--- src/rtl/alu_writeback.sv ---
// Writeback stage behind the 8-bit ALU: commits the ALU result to W or to a
// registered file-write port, and maintains the STATUS C/Z flags.
// It also raises the DECFSZ/INCFSZ skip pulse and exposes a bypass of the
// pending file write to the upstream read stage.
module alu_writeback #(
  parameter logic [6:0] STATUS_ADDR = 7'h03,
  parameter logic [7:0] W_RESET     = 8'h00
) (
  input  logic       clk,
  input  logic       reset,
  input  logic       wb_valid,
  input  logic       hold,
  input  logic [7:0] alu_y,
  input  logic       alu_cout,
  input  logic       alu_zout,
  input  logic       wb_dest,
  input  logic [6:0] wb_addr,
  input  logic       upd_c,
  input  logic       upd_z,
  input  logic       skip_en,
  input  logic [6:0] byp_addr,
  output logic [7:0] w_out,
  output logic       status_c,
  output logic       status_z,
  output logic [7:0] status_out,
  output logic       fw_we,
  output logic [6:0] fw_addr,
  output logic [7:0] fw_data,
  output logic       skip_out,
  output logic       byp_hit,
  output logic [7:0] byp_data
);

  logic       commit;
  logic [7:0] w_q, w_d;
  logic       c_q, c_d;
  logic       z_q, z_d;
  logic       fw_we_q, fw_we_d;
  logic [6:0] fw_addr_q, fw_addr_d;
  logic [7:0] fw_data_q, fw_data_d;
  logic       skip_q, skip_d;

  // hold freezes the pipe even when the ALU presents a valid result
  assign commit = wb_valid & ~hold;

  // Next-state: everything holds except the two pulses, which self-clear
  always_comb begin
    w_d       = w_q;
    c_d       = c_q;
    z_d       = z_q;
    fw_we_d   = 1'b0;
    fw_addr_d = fw_addr_q;
    fw_data_d = fw_data_q;
    skip_d    = 1'b0;
    if (commit) begin
      if (!wb_dest) begin
        w_d = alu_y;
      end else begin
        fw_we_d   = 1'b1;
        fw_addr_d = wb_addr;
        fw_data_d = alu_y;
        // Writing STATUS through the file port loads the flags from the data;
        // the flag updates below are applied afterwards so they take priority.
        if (wb_addr == STATUS_ADDR) begin
          c_d = alu_y[0];
          z_d = alu_y[2];
        end
      end
      if (upd_c) c_d = alu_cout;
      if (upd_z) z_d = alu_zout;
      skip_d = skip_en & alu_zout;
    end
  end

  // State registers; reset drops any pending write or skip
  always_ff @(posedge clk or posedge reset) begin
    if (reset) begin
      w_q       <= W_RESET;
      c_q       <= 1'b0;
      z_q       <= 1'b0;
      fw_we_q   <= 1'b0;
      fw_addr_q <= 7'h00;
      fw_data_q <= 8'h00;
      skip_q    <= 1'b0;
    end else begin
      w_q       <= w_d;
      c_q       <= c_d;
      z_q       <= z_d;
      fw_we_q   <= fw_we_d;
      fw_addr_q <= fw_addr_d;
      fw_data_q <= fw_data_d;
      skip_q    <= skip_d;
    end
  end

  // Outputs come only from registered state, so status_c -> ALU cin cannot loop
  assign w_out      = w_q;
  assign status_c   = c_q;
  assign status_z   = z_q;
  assign status_out = {5'b0, z_q, 1'b0, c_q};
  assign fw_we      = fw_we_q;
  assign fw_addr    = fw_addr_q;
  assign fw_data    = fw_data_q;
  assign skip_out   = skip_q;
  assign byp_hit    = fw_we_q & (byp_addr == fw_addr_q);
  assign byp_data   = fw_data_q;

endmodule

--- config.mk ---
export PLATFORM = sky130hd
export DESIGN_NAME = alu_writeback
export DESIGN_NICKNAME = d
export VERILOG_FILES = /design/src/rtl/alu_writeback.sv
export SDC_FILE = /design/constraint.sdc
export NUM_CORES = 1
export LEC_CHECK = 0
export CORE_MARGIN = 2
export CORE_UTILIZATION = 35
export CTS_CLUSTER_DIAMETER = 150
export DETAILED_ROUTE_END_ITERATION = 16
export PLACE_DENSITY = 0.75
export SETUP_SLACK_MARGIN = 0.5
export SLEW_MARGIN = 20
export SYNTH_ARGS = -nofsm -noshare
export SYNTH_HDL_FRONTEND = slang
export SYNTH_SLANG_ARGS = --single-unit
--- constraint.sdc ---
create_clock -name clk -period 1.04 [get_ports clk]
set_input_delay 0.26 -clock clk [delete_from_list [all_inputs] [get_ports clk]]
set_output_delay 0.26 -clock clk [all_outputs]
set_load 0.01 [all_outputs]
After elaboration in Yosys (flattened, before gate mapping)
Cells that the tools add are included.
Operators by class
  muxes and demuxes: 9
  bitwise gates (word level): 5
  eq/ne operators: 2
  reductions and logical operators: 8
Operators with widths (number)
  $mux W1: 9
  $reduce_bool A2 Y1: 4
  $eq A7 B2 Y1 const B: 1
  $eq A7 B7 Y1: 1
  $reduce_and A3 Y1: 2
  $reduce_and A2 Y1: 2
  $and A1 B1 Y1: 3
  $not A1 Y1: 2
Word-level totals
  output and inout bits: 44
  bits in registers: 27
  logic and storage cells: 31
  input bits: 32

Logic depth before layout (Yosys ltp)
  word-level depth: 4
  depth in mapped cells: 5
  gate-level depth less buffers: 3

Least setup slack after synthesis
No wires, ideal clock.
  path type: input to register
  start: input port wb_valid
  end: register w_q[0] (netlist: w_out[0])
  cell stages on the path: 5
  setup slack: -0.146 ns
  arrival time: 1.060 ns
  setup time: 0.125 ns
  buffers on the path: 2
  required time: 0.915 ns
  path through: nor2b_4 -> buf_6 -> nor2b_4 -> buf_6 -> mux2_4
On the way
  cells in the longest elaborated chain, start to end: 2
RTL lines
  start, declared: RTL line 11  | input logic wb_valid,
  $and A1 B1 Y1: RTL line 44  | assign commit = wb_valid & ~hold;
  $reduce_and A2 Y1 (no source line)
  end signal, assigned: RTL line 86  | w_q <= w_d;
  end, declared: RTL line 35  | logic [7:0] w_q, w_d;
No other way between the ends.
A chain may end at the register's enable or synchronous reset.

Final worst setup path
  start: register fw_addr_q[0] (netlist: fw_addr[0])
  end: output port byp_hit
On the way
  cells in the longest elaborated chain, start to end: 2
RTL lines
  start, declared: RTL line 39  | logic [6:0] fw_addr_q, fw_addr_d;
  start signal, assigned: RTL line 90  | fw_addr_q <= fw_addr_d;
  $eq A7 B7 Y1: RTL line 105  | assign byp_hit = fw_we_q & (byp_addr == fw_addr_q);
  $and A1 B1 Y1: RTL line 105
  end, declared: RTL line 30  | output logic byp_hit,
No other way between the ends.

==> results.tsv <==
metric	value	unit
outcome	complete, but fails checks	
failed_checks	setup timing	
wire_per_inst	14.8	microns
first_global_vias	1161	
syn_area	0.00140	sq mm
drt_iter0_drc	41	
cts_tree	done	
drc_errors	0	
syn_avg_cell_area	13.9	sq um
p_seq_share	34.8	%
num_rows	22	
diodes	0	
cts_root_buf	clkbuf_8	
hold_buffers	0	
hold_class	input port to register	
final_nets	250	
path_cells	xnor2_1 -> nand4_1 -> nor2_2 -> buf_2	
cts.clk_slew.worst_paths	0.09	ns
worstSkewPairLatency	0.26	ns
cp-start-kind	register	
critPathRequiredTime	0.78	ns
skew	0	ns
p_clk_share	14.6	%
wl	3.93	mm
intPower	2.87	mW
dp_cells	232	
ys_seq_elements	27	
ios	76	
cts_inserted_buffers	3	
finalSetupTns	-3.69	ns
grt_pass1_wl	5.64	mm
timing.final.crit_share	147	%
cts.htree.levels	1	
hold_viol	0	
grt_util_all_layers	17.2	%
dp_hpwl	2.50	mm
placeableCoreArea	0.00374	sq mm
p_leak	1.38	nW
gp_congestion	0.768	
swShare	27.5	%
fin_crit	1.53	ns
fmax	0.654	GHz
max_stage_delay	0.42	ns
endpoint_kind	output pin	
clockBufferDepth	2	
die-area	0.00453	sq mm
crit_type	register to output pin	
first_pass_iters	2	
final_max_slew_viol_count	0	
setup_viol	43	
ir_worst_vdd	0.672	mV
syn_to_final_growth	94.0	%
seq_area_frac_synth	48.2	%
grt-ovfl-total	0	
grt_max_degree	28	
vias	1174	
finalWorstSetupSlack	-0.490	ns
cts.sinks	27	
syn_inst	101	
cap_violations	0	
synth.distinct_cells	20	
pwr_density_cell	1460	mW/mm^2
worstPathMaxFanout	2	
die_h	67.3	microns
drive_gt1_share	68.7	%
fp.dieW	67.3	microns
drtAntennaViolNets	0	
critical_path_arrival	1.27	ns
yosysWarningCount	0	
final-instance-count-excl-fill	265	
combPwrFrac	50.6	%
viasPerCell	4.43	
rsz0062_at_grt	true	
antenna_found_initial	0	
fill_cells	248	
port_buffers	69	
switching_power	1.09	mW
initial_utilization	37.4	%
cp_slowest_cell	dfrtp_1	
[layer usage]
layer	up-vias	wire length [microns]	GRT usage, %
met5	-	0	0
met4	0	40	6.12
li1	552	-	-
met3	2	220	2.33
met2	46	2190	33.4
met1	574	1480	18.7
[per-stage QoR]
step	area (sq um)	total power [mW]	worst slack (ns)	util (%)	hold slack, ns
floorplan	1470	2.04	-0.145	-	0.157
global placement	2290	2.79	-0.829	61.1	0.504
detailed placement	2290	2.83	-0.883	61.1	0.522
CTS	2490	3.65	-0.448	66.4	0.219
global route	2720	4.17	-0.552	72.6	0.211
finish	2720	3.96	-0.490	72.6	0.223
[power groups by stage]
| stage | Combinational [mW] | Sequential [mW] | Clock (mW) |
|---|---|---|---|
| after floorplan | 0.567 | 1.47 | 0 |
| after global placement | 1.42 | 1.37 | 0 |
| after detailed placement | 1.45 | 1.38 | 0 |
| after CTS | 1.70 | 1.35 | 0.590 |
| after global routing | 2.12 | 1.40 | 0.650 |
| final | 2.01 | 1.38 | 0.580 |
[registers in the layout, summed over array words and instances, names as in the netlist]
register  cells
status_z      1
fw_we         1
skip_out      1
w_out         8
byp_data      8
fw_addr       7
status_c      1
[synthesized netlist by cell type]
cell | count | share of area (%)
nor4b_2 | 1 | 1.1
nand2_4 | 1 | 0.80
nand2_1 | 2 | 0.54
mux2_2 | 8 | 6.4
mux2_4 | 17 | 18
and3_1 | 1 | 0.45
o311ai_1 | 2 | 1.3
buf_6 | 2 | 1.6
nor4bb_1 | 1 | 0.71
conb_1 | 1 | 0.27
and2_1 | 1 | 0.45
xnor2_1 | 7 | 4.4
nor2b_1 | 2 | 0.89
dfrtp_1 | 27 | 48
nor2b_4 | 2 | 2.0
nor2_1 | 1 | 0.27
buf_8 | 1 | 1.1
buf_4 | 16 | 8.6
nand4_1 | 4 | 1.8
inv_1 | 4 | 1.1
[cells in the final DEF, fill, tap and decap left out, drive strengths merged]
cell           count
and2               1
conb               6
nand2              3
clkdlybuf4s15      1
dfrtp             27
clkinvlp           1
and3               1
clkbuf             4
o311ai             2
nor4bb             1
nand4              4
nor2b              4
dlymetal6s2s       1
nor4b              1
xnor2              7
nor2               1
buf              104
inv                3
clkdlybuf4s50     10
dlygate4sd2       10
mux2              25
[logic make-up (layout without fill, tap and decap cells)]
family          Yosys count  after routing  share of synthesized area (%)
flops                    27             27                           48.2
mux                      25             25                           24.6
other cells               1              6                          0.268
buf+inv                  23            134                           12.3
compound gates            2              2                           1.25
simple gates             16             16                           8.93
xor+xnor                  7              7                           4.38
[worst paths after layout]
kind                                          from                       to  slack, ns  depth (start not counted)
min reg2reg                   w_out[2]$_DFFE_PP0P_     w_out[2]$_DFFE_PP0P_       0.61                          2
min                                     wb_addr[6]   fw_addr[6]$_DFFE_PP0P_       0.22                          2
max reg2reg                byp_data[0]$_DFFE_PP0P_  byp_data[0]$_DFFE_PP0P_      -0.07                          4
max in group asynchronous                    reset     w_out[4]$_DFFE_PP0P_       0.54                          3
max                         fw_addr[0]$_DFFE_PP0P_                  byp_hit      -0.49                          4
min in group asynchronous                    reset  byp_data[1]$_DFFE_PP0P_       0.34                          3
[critical path, delay by kind of cell (launching register included)]
family	cells	cell delay [ns]
XOR/XNOR	1	0.20
buffers and inverters	1	0.14
flip-flops	1	0.42
AND/OR/NAND/NOR	2	0.24
[layout make-up]
| class | count | area, sq um | area share, % |
|---|---|---|---|
| multi-input cells | 56 | 672 | 24.7 |
| well taps | 48 | 60.1 | 2.21 |
| flip-flops and latches | 27 | 676 | 24.9 |
| inverters | 4 | 18.8 | 0.690 |
| clock buffers | 4 | 45.0 | 1.66 |
| repair buffers | 126 | 1250 | 45.9 |
[timing repair]
action	4_1_cts	5_1_grt
setup buffers	17	12
resized for setup	258	32
endpoints found under the setup margin	65	65
pin swaps	12	4
No activity file was read; power rests on OpenSTA's default activity.
